[src/rtl/fib_bcd_serializer.sv]
// Purpose : converts one binary Fibonacci term to BCD (shift-add-3, one bit per
//           clock) and streams its decimal digits out most-significant first.
// Latency : first digit valid WIDTH clocks after the accepting edge.
// Backpr. : digits hold while out_ready=0; no new term accepted until the
//           units digit has been handed off (in_ready only in IDLE).
// Ports   : clk/rst (async active-high); in_valid/in_ready/in_data term input;
//           out_valid/out_ready/out_digit/out_last digit stream; busy = not IDLE.
module fib_bcd_serializer #(
   parameter int WIDTH         = 16,
   parameter int DIGITS        = 5,
   parameter int BLANK_LEADING = 1
) (
   input  logic             clk,
   input  logic             rst,
   input  logic             in_valid,
   input  logic [WIDTH-1:0] in_data,
   output logic             in_ready,
   output logic             out_valid,
   input  logic             out_ready,
   output logic [3:0]       out_digit,
   output logic             out_last,
   output logic             busy
);

   localparam int CW = (WIDTH > 1) ? $clog2(WIDTH) : 1;
   localparam int IW = (DIGITS > 1) ? $clog2(DIGITS) : 1;
   localparam int BW = 4 * DIGITS;

   typedef enum logic [1:0] {IDLE, CONVERT, EMIT} state_t;

   state_t           state_q, state_d;
   logic [WIDTH-1:0] bin_q, bin_d;
   logic [BW-1:0]    bcd_q, bcd_d;
   logic [CW-1:0]    cnt_q, cnt_d;
   logic [IW-1:0]    idx_q, idx_d;

   logic [BW-1:0]    bcd_adj;
   logic [BW-1:0]    bcd_shift;
   logic [IW-1:0]    idx_top;
   logic [3:0]       cur_digit;

   // One double-dabble step: correct every digit >= 5, then shift the next
   // binary bit in. The first digit to emit is chosen from the shifted value so
   // it is ready on the same edge that leaves CONVERT.
   always_comb begin
      bcd_adj = '0;
      for (int i = 0; i < DIGITS; i++) begin
         bcd_adj[4*i +: 4] = (bcd_q[4*i +: 4] >= 4'd5) ? bcd_q[4*i +: 4] + 4'd3
                                                        : bcd_q[4*i +: 4];
      end
      bcd_shift = {bcd_adj[BW-2:0], bin_q[WIDTH-1]};

      idx_top = '0;
      if (BLANK_LEADING == 0) begin
         idx_top = IW'(DIGITS - 1);
      end else begin
         for (int i = 0; i < DIGITS; i++) begin
            if (bcd_shift[4*i +: 4] != 4'd0) idx_top = IW'(i);
         end
      end
   end

   assign cur_digit = bcd_q[{idx_q, 2'b00} +: 4];

   always_comb begin
      state_d = state_q;
      bin_d   = bin_q;
      bcd_d   = bcd_q;
      cnt_d   = cnt_q;
      idx_d   = idx_q;
      case (state_q)
         IDLE: begin
            if (in_valid) begin
               bin_d   = in_data;
               bcd_d   = '0;
               cnt_d   = '0;
               state_d = CONVERT;
            end
         end
         CONVERT: begin
            bcd_d = bcd_shift;
            bin_d = bin_q << 1;
            cnt_d = cnt_q + CW'(1);
            if (cnt_q == CW'(WIDTH - 1)) begin
               state_d = EMIT;
               idx_d   = idx_top;
            end
         end
         EMIT: begin
            if (out_ready) begin
               if (idx_q == '0) state_d = IDLE;
               else             idx_d   = idx_q - IW'(1);
            end
         end
         default: state_d = IDLE;
      endcase
   end

   always_ff @(posedge clk or posedge rst) begin
      if (rst) begin
         state_q <= IDLE;
         bin_q   <= '0;
         bcd_q   <= '0;
         cnt_q   <= '0;
         idx_q   <= '0;
      end else begin
         state_q <= state_d;
         bin_q   <= bin_d;
         bcd_q   <= bcd_d;
         cnt_q   <= cnt_d;
         idx_q   <= idx_d;
      end
   end

   // Outputs come only from registers (plus rst), so there is no
   // combinational path from in_valid to out_* or from out_ready to in_ready.
   assign in_ready  = (state_q == IDLE) && !rst;
   assign busy      = (state_q != IDLE);
   assign out_valid = (state_q == EMIT);
   assign out_digit = out_valid ? cur_digit : 4'd0;
   assign out_last  = out_valid && (idx_q == '0);

endmodule

[config.mk]
export PLATFORM = sky130hd
export DESIGN_NAME = fib_bcd_serializer
export DESIGN_NICKNAME = d
export VERILOG_FILES = /design/src/rtl/fib_bcd_serializer.sv
export SDC_FILE = /design/constraint.sdc
export NUM_CORES = 1
export LEC_CHECK = 0
export BUFFER_PORTS_ARGS = -buffer_cell sky130_fd_sc_hd__buf_4
export CAP_MARGIN = 20
export CORE_MARGIN = 10
export CORE_UTILIZATION = 49
export CTS_BUF_LIST = sky130_fd_sc_hd__clkbuf_4 sky130_fd_sc_hd__clkbuf_8 sky130_fd_sc_hd__clkbuf_16
export DETAILED_ROUTE_END_ITERATION = 8
export PLACE_DENSITY = 0.78
export SYNTH_ARGS = -nofsm -noshare
export SYNTH_HDL_FRONTEND = slang
export SYNTH_SLANG_ARGS = --single-unit
[constraint.sdc]
create_clock -name clk -period 5.6 [get_ports clk]
set_input_delay 1.12 -clock clk [delete_from_list [all_inputs] [get_ports clk]]
set_output_delay 1.12 -clock clk [all_outputs]
set_load 0.005 [all_outputs]
Yosys cells after proc, flatten, opt, wreduce, memory -nomap -nowiden
Cells that the tools add are included.
{"block": "totals", "register_bits": 45, "latchBits": 0, "ramBits": 0, "romBits": 0, "word_cells": 66, "mem_count": 0}
{"block": "op_classes", "addsub": 7, "multipliers": 0, "div": 0, "magnitude_cmp": 5, "n_eq_ne": 8, "n_shift": 1, "n_mux": 25, "bitwise_logic": 0, "n_reduce_logical": 15}
{"cell": "$pmux W20 S2", "n": 1}
{"cell": "$pmux W16 S2", "n": 1}
{"cell": "$mux W4", "n": 6}
{"cell": "$ge A4 B3 Y1 const B", "n": 5}
{"cell": "$mux W20", "n": 1}
{"cell": "$shiftx A20 B6 Y4", "n": 1}
{"cell": "$mux W3", "n": 6}
{"cell": "$add A4 B2 Y4 const B", "n": 4}
{"cell": "$mux W16", "n": 1}
{"cell": "$reduce_bool A4 Y1", "n": 4}
{"cell": "$mux W2", "n": 5}
{"cell": "$pmux W4 S2", "n": 1}
{"cell": "$reduce_and A4 Y1", "n": 2}
{"cell": "$ne A2 B2 Y1 const B", "n": 3}
{"cell": "$pmux W2 S3", "n": 1}
{"cell": "$pmux W3 S2", "n": 1}
{"cell": "$reduce_bool A2 Y1", "n": 3}
{"cell": "$add A4 B1 Y4 const B", "n": 1}
{"cell": "$eq A4 B4 Y1 const B", "n": 1}
{"cell": "$ne A2 B1 Y1 const B", "n": 2}
{"cell": "$add A3 B2 Y3 const B", "n": 1}
{"cell": "$logic_not A3 Y1", "n": 1}
{"cell": "$sub A3 B1 Y3 const B", "n": 1}
{"cell": "$eq A2 B1 Y1 const B", "n": 1}
{"cell": "6 further kinds", "n": 7}

Depth between registers and ports, before layout
Gate-level depths: netlist (run 1).
{"block": "depth", "word_depth": 9, "depth_mapped": 9, "mapped_depth_nobuf": 8}

Worst setup path after synthesis (run 1)
Ideal clock, no wire load.
{"block": "synth_path", "path_kind": "input port to output port", "from": "input port rst", "to": "output port in_ready", "arrival_time_ns": 1.226, "slack_ns": 3.254, "path_stages": 1, "path_cell_list": "nor2_1"}
{"block": "synth_via", "elab_chain_cells": 2}
{"element": "start: declaration", "line_no": "14", "text": "input logic rst,"}
{"element": "$logic_not A1 Y1", "line_no": "117", "text": "assign in_ready = (state_q == IDLE) && !rst;"}
{"element": "$logic_and A1 B1 Y1", "line_no": "117"}
{"element": "end: declaration", "line_no": "17", "text": "output logic in_ready,"}
Every way passes these cells.

Final worst setup path (run 1)
{"block": "layout_path", "from": "register state_q[0]", "to": "output port out_digit[3]"}
{"block": "layout_via", "elab_chain_cells": 2}
{"element": "start: declaration", "line_no": "31", "text": "state_t state_q, state_d;"}
{"element": "start signal: assignment", "line_no": "107", "text": "state_q <= state_d;"}
{"element": "$eq A2 B2 Y1", "line_no": "119", "text": "assign out_valid = (state_q == EMIT);"}
{"element": "$mux W4", "line_no": "120", "text": "assign out_digit = out_valid ? cur_digit : 4'd0;"}
{"element": "end: declaration", "line_no": "20", "text": "output logic [3:0] out_digit,"}
Every way passes these cells.

==> results of run 1 <==
power by group:
part	leakage (nW)	switching, mW	internal [mW]
Clock	0.0540	0.114	0.130
Sequential	0.570	0.197	0.465
Combinational	0.709	0.421	0.388
final cells by class:
cell class	instances	area, um^2	share of cell area
Multi-Input combinational cell	218	1410	0.4692
Sequential cell	45	1126	0.3747
Timing Repair Buffer	29	217.7	0.07244
Tap cell	70	87.58	0.02914
Clock buffer	5	68.82	0.02290
Inverter	16	60.06	0.01998
Clock inverter	2	35.03	0.01166
per-stage QoR:
stage          setup slack [ns]  utilization  instance area, um^2  hold slack, ns  std cells
6_report                  2.535       0.5774                 3005          0.4910        385
5_1_grt                   2.384       0.5774                 3005          0.5221        385
4_1_cts                   2.545       0.5774                 3005          0.4948        385
3_5_place_dp              2.887       0.5575                 2902          0.4732        378
3_3_place_gp              2.936       0.5575                 2902          0.4632        378
2_1_floorplan             3.254            -                 2680          0.4501        296
worst max-delay path, stage by stage, from the launching register on:
cell and delay [ns]:
dfrtp_1 0.89, nand2b_1 0.48, a21oi_1 0.11, buf_4 0.16
registers in the layout (all words and copies together) (netlist names):
signal and cells:
bcd_q 20, bin_q 16, cnt_q 4, idx_q 3, state_q 2
Yosys cell counts, drive strengths merged, types with 2 or more instances:
| master | n |
|---|---|
| nand4 | 3 |
| nor2b | 5 |
| nand2 | 39 |
| a21oi | 27 |
| a22o | 4 |
| nand3 | 11 |
| ha | 13 |
| inv | 16 |
| a22oi | 9 |
| clkbuf | 10 |
| nor3b | 6 |
| a31o | 2 |
| mux4 | 4 |
| dfrtp | 45 |
| and3b | 6 |
| nand2b | 10 |
| buf | 7 |
| xnor2 | 5 |
| nor3 | 5 |
| o21ai | 46 |
| mux2 | 3 |
| o22ai | 2 |
| nor2 | 12 |
worst paths after layout:
check | startpoint | to | slack, ns
hold reg to reg | bin_q[12]$_DFFE_PP0P_ | bin_q[12]$_DFFE_PP0P_ | 0.49
setup / recovery | state_q[0]$_DFFE_PP0P_ | out_digit[3] | 2.53
setup reg to reg | state_q[0]$_DFFE_PP0P_ | bcd_q[4]$_DFFE_PP0P_ | 3.39
min in group asynchronous | rst | bin_q[8]$_DFFE_PP0P_ | 0.96
hold / removal | bin_q[12]$_DFFE_PP0P_ | bin_q[12]$_DFFE_PP0P_ | 0.49
max in group asynchronous | rst | bcd_q[5]$_DFFE_PP0P_ | 4.25
logic make-up after synthesis:
group                    Yosys count
AND/OR/NAND/NOR                  100
AO/OA/AOI/OAI                     93
flip-flops                        45
buffers and inverters             33
adder cells (fa/ha/maj)           13
multiplexers                       7
XOR/XNOR                           5
layer usage:
| metal | GRT usage | vias to the layer above |
|---|---|---|
| met5 | 0 | - |
| met4 | 0.07215 | 0 |
| met3 | 0.03197 | 15 |
| met2 | 0.2270 | 42 |
| met1 | 0.1771 | 1059 |
| li1 | - | 1072 |
==> run_results.csv, run 1 <==
group,metric,value,unit
run_status,status,"complete, no violations",
clock_tree,cts_setup_buffers,0,
sta,setup_tns,0,ns
detailed_routing,topRoutingLayerUsed,"met4",
layout,nFillCells,467,
clock_tree,clockBufferDepth,2,
sta,slew_violations,0,
sta,tightest_slew,0.9153,ns
synthesis,synth_fa_ha_area_frac,0.06069,
detailed_routing,met1_length,2.710,mm
sta,fin_crit_sh,0.5473,
grt,grt_use_total,0.1427,
layout,antennaDiodeCount,0,
layout,area_growth,12.14,%
power_and_ir_drop,peakVddDrop,187.3,uV
detailed_routing,post_drt_wl_per_cell,15.95,um
clock_tree,clkTransAtPathRegs,0.09,ns
grt,gr-total-overflow,0,
layout,layout_common_cells,"45 x dfrtp_1, 41 x o21ai_0, 38 x nand2_1, 29 x buf_4, 24 x a21oi_1",
clock_tree,cts_inserted_buffers,5,
synthesis,post-synth-top-area-cell,"dfrtp_1",
worst_setup_path,crit_required,4.48,ns
worst_hold_path,holdPathStages,2,
job,drv_cap,0,
worst_setup_path,worst-r2r-cell-count,4,
floorplanning,dieArea,8828,um^2
placement,hpwl,4.406,mm
layout,layout_commonest_cell,"dfrtp_1",
synthesis,synth_compound_area_frac,0.2021,
synthesis,syn_area,2680,um^2
synthesis,synthArstFlopShare,1.000,
detailed_routing,viasPerCell,5.683,
worst_setup_path,crit_path_end_kind,"output pin",
synthesis,yosys.area_share.xor_xnor,0.01634,
clock_tree,cts.sinks,45,
detailed_routing,dr_total_vias,2188,
floorplanning,placement_rows,26,
synthesis,yosys_warnings,0,
grt,grt_max_degree,46,
detailed_routing,drtIter0Drc,118,
sta,maxSlewHeadroom,0.3897,
detailed_routing,routed_wl,6.140,mm
detailed_routing,first_pass_iters,4,
sta,setup_viol,0,
detailed_routing,wl_met2,3.070,mm
floorplanning,die_h,93.96,um
detailed_routing,drc_errors,0,
floorplanning,die_w,93.96,um
power_and_ir_drop,p_leak,1.333,nW
worst_setup_path,crit_type,"register to output pin",
worst_hold_path,hold_path.class,"register to register",
worst_setup_path,worstPathMaxFanout,29,
power_and_ir_drop,powerDensity,570.2,nW/um^2
clock_tree,clk_latency,0.31,ns
sta,rsz0062_at_grt,"no",
synthesis,synth-seq-area-share,0.4202,
sta,finalHoldViolCount,0,
synthesis,synth_top_family_by_area,"compound AO/OA/AOI/OAI gates",
clock_tree,cts_resized,0,
synthesis,syn-num-nets,329,
worst_setup_path,arrival,1.95,ns
synthesis,synth-simple-area-share,0.1965,
synthesis,netlist.area_leader.share,0.4202,
placement,io_buffers,27,
power_and_ir_drop,power.total,1.714,mW
floorplanning,start_util,0.5149,
clock_tree,cts_root_buf,"clkbuf_8",
clock_tree,ctsHoldBuffers,0,
clock_tree,cts-htree-levels,2,
detailed_routing,routed-wl-met3,230,um
grt,grt_antenna_before_repair,0,
sta,fin_crit,3.065,ns
synthesis,ys_ff_latch,45,
grt,grt_first_pass_wirelength,10.29,mm
floorplanning,core_area,5205,um^2
sta,max_freq,326.3,MHz
layout,drive_above_1_share,0.1746,
placement,gp_congestion,0.7830,
worst_setup_path,startpoint_type,"register",
layout,nNetsFinal,348,
synthesis,synth.area.mux_share,0.04902,
synthesis,synthCells,296,
detailed_routing,drtAntennaViolNets,0,
synthesis,avgSynthCellArea,9.054,um^2
sta,finClkSkew,0.006172,ns
clock_tree,tritoncts,"built",
synthesis,synthDistinctLibCells,40,
synthesis,synth_edf_count,0,
synthesis,yosys_most_used_dff,"dfrtp_1",
synthesis,yosys-top-cells-area,"dfrtp_1 42%, o21ai_0 7.7%, ha_1 6.1%, nand2_1 5.3%, a21oi_1 4.5%",
floorplanning,io-pin-count,28,
grt,grt_pass1_vias,2187,
No activity file was read; power rests on OpenSTA's default activity.
==> run 2, diff against run 1 <==
--- a/config.mk
+++ b/config.mk
@@ -11,7 +11,7 @@
 export CORE_UTILIZATION = 49
 export CTS_BUF_LIST = sky130_fd_sc_hd__clkbuf_4 sky130_fd_sc_hd__clkbuf_8 sky130_fd_sc_hd__clkbuf_16
 export DETAILED_ROUTE_END_ITERATION = 8
-export PLACE_DENSITY = 0.78
+export PLACE_DENSITY = 0.81
 export SYNTH_ARGS = -nofsm -noshare
 export SYNTH_HDL_FRONTEND = slang
 export SYNTH_SLANG_ARGS = --single-unit
==> constraint.sdc (replaced) <==
create_clock -name clk -period 2.6 [get_ports clk]
set_input_delay 0.52 -clock clk [delete_from_list [all_inputs] [get_ports clk]]
set_output_delay 0.52 -clock clk [all_outputs]
set_load 0.005 [all_outputs]
==> run_results.csv, run 2 (synthesis gave the netlist of run 1 again) <==
group,metric,value,unit
grt,grt_pass1_vias,2192,
sta,fin_ws,0.4027,ns
sta,rsz0062_at_grt,"no",
clock_tree,tritoncts,"built",
floorplanning,placement_rows,26,
worst_setup_path,crit_required,2.08,ns
floorplanning,start_util,0.5149,
worst_setup_path,worstPathCellList,"mux4_2, nand2b_1, a21oi_1, buf_4",
layout,drive_above_1_share,0.1850,
placement,dpl_worst_slack,0.6821,ns
floorplanning,io-pin-count,28,
layout,layout_commonest_cell,"dfrtp_1",
placement,hpwl,4.319,mm
floorplanning,dieArea,8828,um^2
sta,setup_viol,0,
sta,slew_violations,0,
worst_setup_path,arrival,1.68,ns
detailed_routing,viasPerCell,5.692,
layout,antennaDiodeCount,0,
clock_tree,cts_root_buf,"clkbuf_8",
power_and_ir_drop,peakVddDrop,495.3,uV
worst_setup_path,startpoint_type,"register",
clock_tree,cts_inserted_buffers,5,
layout,top_regs,"bcd_q: 20 flops, bin_q: 16 flops, cnt_q: 4 flops",
sta,hold_slack,0.2254,ns
power_and_ir_drop,powerDensity,1206,nW/um^2
clock_tree,cts_setup_buffers,0,
detailed_routing,routed_wl,5.862,mm
placement,gp_congestion,0.8229,
detailed_routing,post_drt_wl_per_cell,15.07,um
detailed_routing,drtIter0Drc,80,
worst_hold_path,hold_path.class,"input pin to asynchronous set/reset pin",
worst_setup_path,worst_path_max_delay_cell,"mux4_2",
grt,grt_first_pass_wirelength,10.42,mm
run_status,status,"complete, no violations",
clock_tree,cts-htree-levels,2,
sta,fin_crit_sh,0.8451,
clock_tree,clk_latency,0.30,ns
sta,max_freq,455.1,MHz
clock_tree,cts.sinks,45,
sta,tightest_slew,0.7122,ns
detailed_routing,drtAntennaViolNets,0,
grt,gr-total-overflow,0,
sta,setup_tns,0,ns
floorplanning,die_h,93.96,um
layout,fin_util,0.5837,
worst_setup_path,worstPathMaxFanout,8,
layout,nNetsFinal,351,
floorplanning,die_w,93.96,um
grt,grt_use_total,0.1429,
clock_tree,ctsHoldBuffers,0,
detailed_routing,dr_total_vias,2214,
layout,regMostFlops,"bcd_q",
worst_setup_path,crit_type,"register to output pin",
worst_setup_path,critPathMaxStageDelay,0.54,ns
grt,grt_max_degree,34,
clock_tree,clkTransAtPathRegs,0.08,ns
job,drv_cap,0,
sta,finalHoldViolCount,0,
worst_setup_path,crit_path_end_kind,"output pin",
layout,area_growth,13.35,%
grt,grt_antenna_before_repair,0,
detailed_routing,first_pass_iters,4,
layout,largest_reg_flops,20,
detailed_routing,drc_errors,0,
placement,io_buffers,27,
clock_tree,clockBufferDepth,2,
sta,fin_crit,2.197,ns
layout,layout_common_cells,"45 x dfrtp_1, 41 x o21ai_0, 38 x nand2_1, 31 x buf_4, 24 x a21oi_1",
floorplanning,core_area,5205,um^2
clock_tree,cts_resized,0,
sta,maxSlewHeadroom,0.5242,
sta,finClkSkew,0.006255,ns
power_and_ir_drop,p_leak,1.350,nW
run 2: changes by cell type in the layout (fill, tap and decap cells not counted):
cell       before  now
buf_4          29   31
bufinv_16       1    0
clkbuf_8        5    7
buf_12          0    1
run 2: power breakdown:
group | total, mW | leakage, nW | internal (mW) | switching (mW)
Sequential | 1.37 | 0.570 | 1.00 | 0.364
Clock | 0.476 | 0.0542 | 0.240 | 0.235
Combinational | 1.82 | 0.726 | 0.862 | 0.962
run 2: critical path, delay by kind of cell (launching register included):
family,cells,cell delay (ns)
muxes,1,0.54
buffers and inverters,1,0.16
DFF,1,0.53
and+or+nand+nor,1,0.09
AOI/OAI and AO/OA,1,0.06
run 2: through the flow:
step	power (mW)	cells	instance area, um^2
3_5_place_dp	3.201	381	2937
5_1_grt	4.007	389	3038
6_report	3.664	389	3038
4_1_cts	3.681	389	3038
3_3_place_gp	3.123	381	2937
2_1_floorplan	2.767	296	2680
run 2: layout make-up:
class,instances,area [um^2]
Clock buffer,7,96.34
Clock inverter,1,5.005
Fill cell,448,2167
Inverter,16,60.06
Multi-Input combinational cell,218,1410
Sequential cell,45,1126
Tap cell,70,87.58
Timing Repair Buffer,32,252.7
run 2: path summary, 6_finish.rpt:
path	cells past startpoint	end	from	slack, ns
min	2	bin_q[5]$_DFFE_PP0P_	rst	0.23
min in group clk	2	bin_q[0]$_DFFE_PP0P_	in_data[0]	0.48
max reg2reg	7	idx_q[2]$_DFFE_PP0P_	bcd_q[16]$_DFFE_PP0P_	0.67
min reg2reg	2	bin_q[11]$_DFFE_PP0P_	bin_q[11]$_DFFE_PP0P_	0.49
max in group asynchronous	3	bcd_q[8]$_DFFE_PP0P_	rst	1.80
max	4	out_digit[3]	idx_q[0]$_DFFE_PP0P_	0.40
run 2: metal layers:
metal | vias to the layer above | GRT usage | routed length [um]
met2 | 34 | 0.2281 | 2868
met4 | 0 | 0.03924 | 67
met3 | 5 | 0.03597 | 218
met5 | - | 0 | 0
li1 | 1083 | - | -
met1 | 1092 | 0.1868 | 2708
==> run 3, diff against run 2 <==
==> constraint.sdc (replaced) <==
create_clock -name clk -period 1.9 [get_ports clk]
set_input_delay 0.38 -clock clk [delete_from_list [all_inputs] [get_ports clk]]
set_output_delay 0.38 -clock clk [all_outputs]
set_load 0.005 [all_outputs]
==> run_results.csv, run 3 (synthesis gave the netlist of run 1 again) <==
group,metric,value,unit
layout,instances_no_fill,408,
grt,gr-total-overflow,0,
worst_setup_path,startpoint_type,"register",
worst_setup_path,crit_required,1.52,ns
run_status,status,"finished, violations left",
power_and_ir_drop,clkPwrFrac,0.114,
placement,gp_congestion,0.8162,
power_and_ir_drop,power_switching_share,0.4180,
sta,max_freq,511.0,MHz
layout,layout_common_cells,"49 x buf_4, 41 x o21ai_0, 38 x nand2_1, 37 x dfrtp_1, 21 x a21oi_1",
run_status,violations,"setup timing",
layout,layout_commonest_cell,"buf_4",
worst_setup_path,crit_family,"multiplexers",
placement,post_dp_cell_area,3004,um^2
worst_hold_path,hold_path.class,"input pin to asynchronous set/reset pin",
sta,finalHoldViolCount,0,
worst_setup_path,crit_path_end_kind,"output pin",
worst_setup_path,critPathMaxStageDelay,0.52,ns
floorplanning,die_h,93.96,um
sta,hold_slack,0.2190,ns
sta,slew_violations,0,
worst_setup_path,worstPathCellList,"mux4_2, nand2b_1, a21oi_1, buf_4",
layout,multi_input_area,1469,um^2
power_and_ir_drop,power.total,5.490,mW
job,drv_cap,0,
floorplanning,start_util,0.5149,
clock_tree,cts-htree-levels,2,
layout,fin_area,3253,um^2
detailed_routing,dr_total_vias,2303,
sta,fin_crit,1.957,ns
sta,finClkSkew,0.006785,ns
worst_setup_path,arrival,1.58,ns
grt,grt_max_degree,46,
clock_tree,clk_latency,0.30,ns
worst_setup_path,worstPathMaxFanout,5,
detailed_routing,drtIter0Drc,134,
worst_setup_path,crit_type,"register to output pin",
floorplanning,dieArea,8828,um^2
floorplanning,die_w,93.96,um
layout,nNetsFinal,371,
placement,io_buffers,27,
layout,antennaDiodeCount,0,
sta,fin_ws,-0.05684,ns
sta,tightest_slew,0.5760,ns
power_and_ir_drop,seq_power_share,0.334,
layout,drive_above_1_share,0.2929,
detailed_routing,drc_errors,0,
layout,final-seq-area,1136,um^2
grt,grt_use_total,0.1465,
clock_tree,cts.sinks,45,
power_and_ir_drop,p_switching,2.295,mW
placement,hpwl,4.334,mm
clock_tree,cts_inserted_buffers,5,
power_and_ir_drop,intPower,3.195,mW
sta,setup_viol,4,
grt,grt_antenna_before_repair,0,
sta,rsz0062_at_grt,"yes",
power_and_ir_drop,pwr-share-comb,0.553,
layout,fin_util,0.6250,
clock_tree,tritoncts,"built",
floorplanning,io-pin-count,28,
detailed_routing,drtAntennaViolNets,0,
floorplanning,core_area,5205,um^2
clock_tree,ctsHoldBuffers,0,
floorplanning,placement_rows,26,
layout,regMostFlops,"bcd_q",
layout,top_regs,"bcd_q: 20 flops, bin_q: 16 flops, cnt_q: 4 flops",
sta,maxSlewHeadroom,0.6160,
layout,nFillCells,418,
grt,grt_pass1_vias,2320,
detailed_routing,post_drt_wl_per_cell,15.39,um
detailed_routing,first_pass_iters,4,
power_and_ir_drop,p_leak,1.440,nW
worst_setup_path,path_buf_inv,1,
grt,grt_first_pass_wirelength,10.61,mm
clock_tree,clkTransAtPathRegs,0.08,ns
placement,place_inst,390,
sta,fin_crit_sh,1.030,
clock_tree,clockBufferDepth,2,
power_and_ir_drop,peakVddDrop,678.5,uV
detailed_routing,routed_wl,6.279,mm
layout,area_growth,21.38,%
worst_setup_path,worst_path_max_delay_cell,"mux4_2",
layout,largest_reg_flops,20,
detailed_routing,viasPerCell,5.645,
power_and_ir_drop,powerDensity,1688,nW/um^2
clock_tree,cts_root_buf,"clkbuf_8",
==> run 3: final timing paths <==
kind	from	endpoint	slack, ns	cells after the start
worst max-delay path	idx_q[0]$_DFFE_PP0P_	out_digit[3]	-0.06	4
worst min-delay path	rst	bin_q[1]$_DFFE_PP0P_	0.22	3
worst max register to register	bcd_q[8]$_DFFE_PP0P_	idx_q[0]$_DFFE_PP0P_	0.06	9
worst min register to register	bin_q[14]$_DFFE_PP0P_	bin_q[14]$_DFFE_PP0P_	0.48	2
max in group asynchronous	rst	bcd_q[10]$_DFFE_PP0P_	1.25	3
min in group clk	in_data[0]	bin_q[0]$_DFFE_PP0P_	0.34	2
==> run 3: cell type report <==
class | count | share of cell area
Multi-Input combinational cell | 218 | 0.4515
Sequential cell | 45 | 0.3492
Timing Repair Buffer | 52 | 0.1262
Clock buffer | 7 | 0.02769
Tap cell | 70 | 0.02692
Inverter | 16 | 0.01846
==> run 3: stage by stage <==
stage / setup WS, ns / TNS, ns
after floorplan: 0.1021 / 0
final: -0.05684 / -0.1311
after global routing: -0.1208 / -0.5947
after global placement: 0.09385 / 0
after detailed placement: -0.004154 / -0.004154
after CTS: -0.04856 / -0.1236
==> run 3: what timing repair did <==
item                       in CTS  in global routing
resized for setup               9                 17
gates cloned                    0                  0
buffers inserted                9                  2
setup endpoints to repair       7                  8
pin swaps                       0                  4
==> run 3: power groups by stage <==
stage	Sequential [mW]	Clock (mW)	Combinational [mW]
after floorplan	1.67	0	2.12
after global routing	1.90	0.673	3.38
final	1.83	0.624	3.03
after global placement	1.84	0	2.53
after detailed placement	1.87	0	2.64
after CTS	1.81	0.640	2.86
==> run 3: metal layers <==
metal	global-route usage	up-vias	wire, um
met5	0	-	0
met4	0.05570	0	93
li1	-	1120	-
met2	0.2500	50	3145
met1	0.1757	1123	2789
met3	0.03118	10	250
==> run 3: worst register-to-register path: stages, from the launching register on <==
cell and delay, ns:
dfrtp_1 0.40, buf_4 0.15, inv_1 0.09, ha_1 0.18
nand2b_1 0.09, a21oi_2 0.18, mux2_4 0.33, nand4_2 0.10
a31o_1 0.15, a21oi_2 0.06
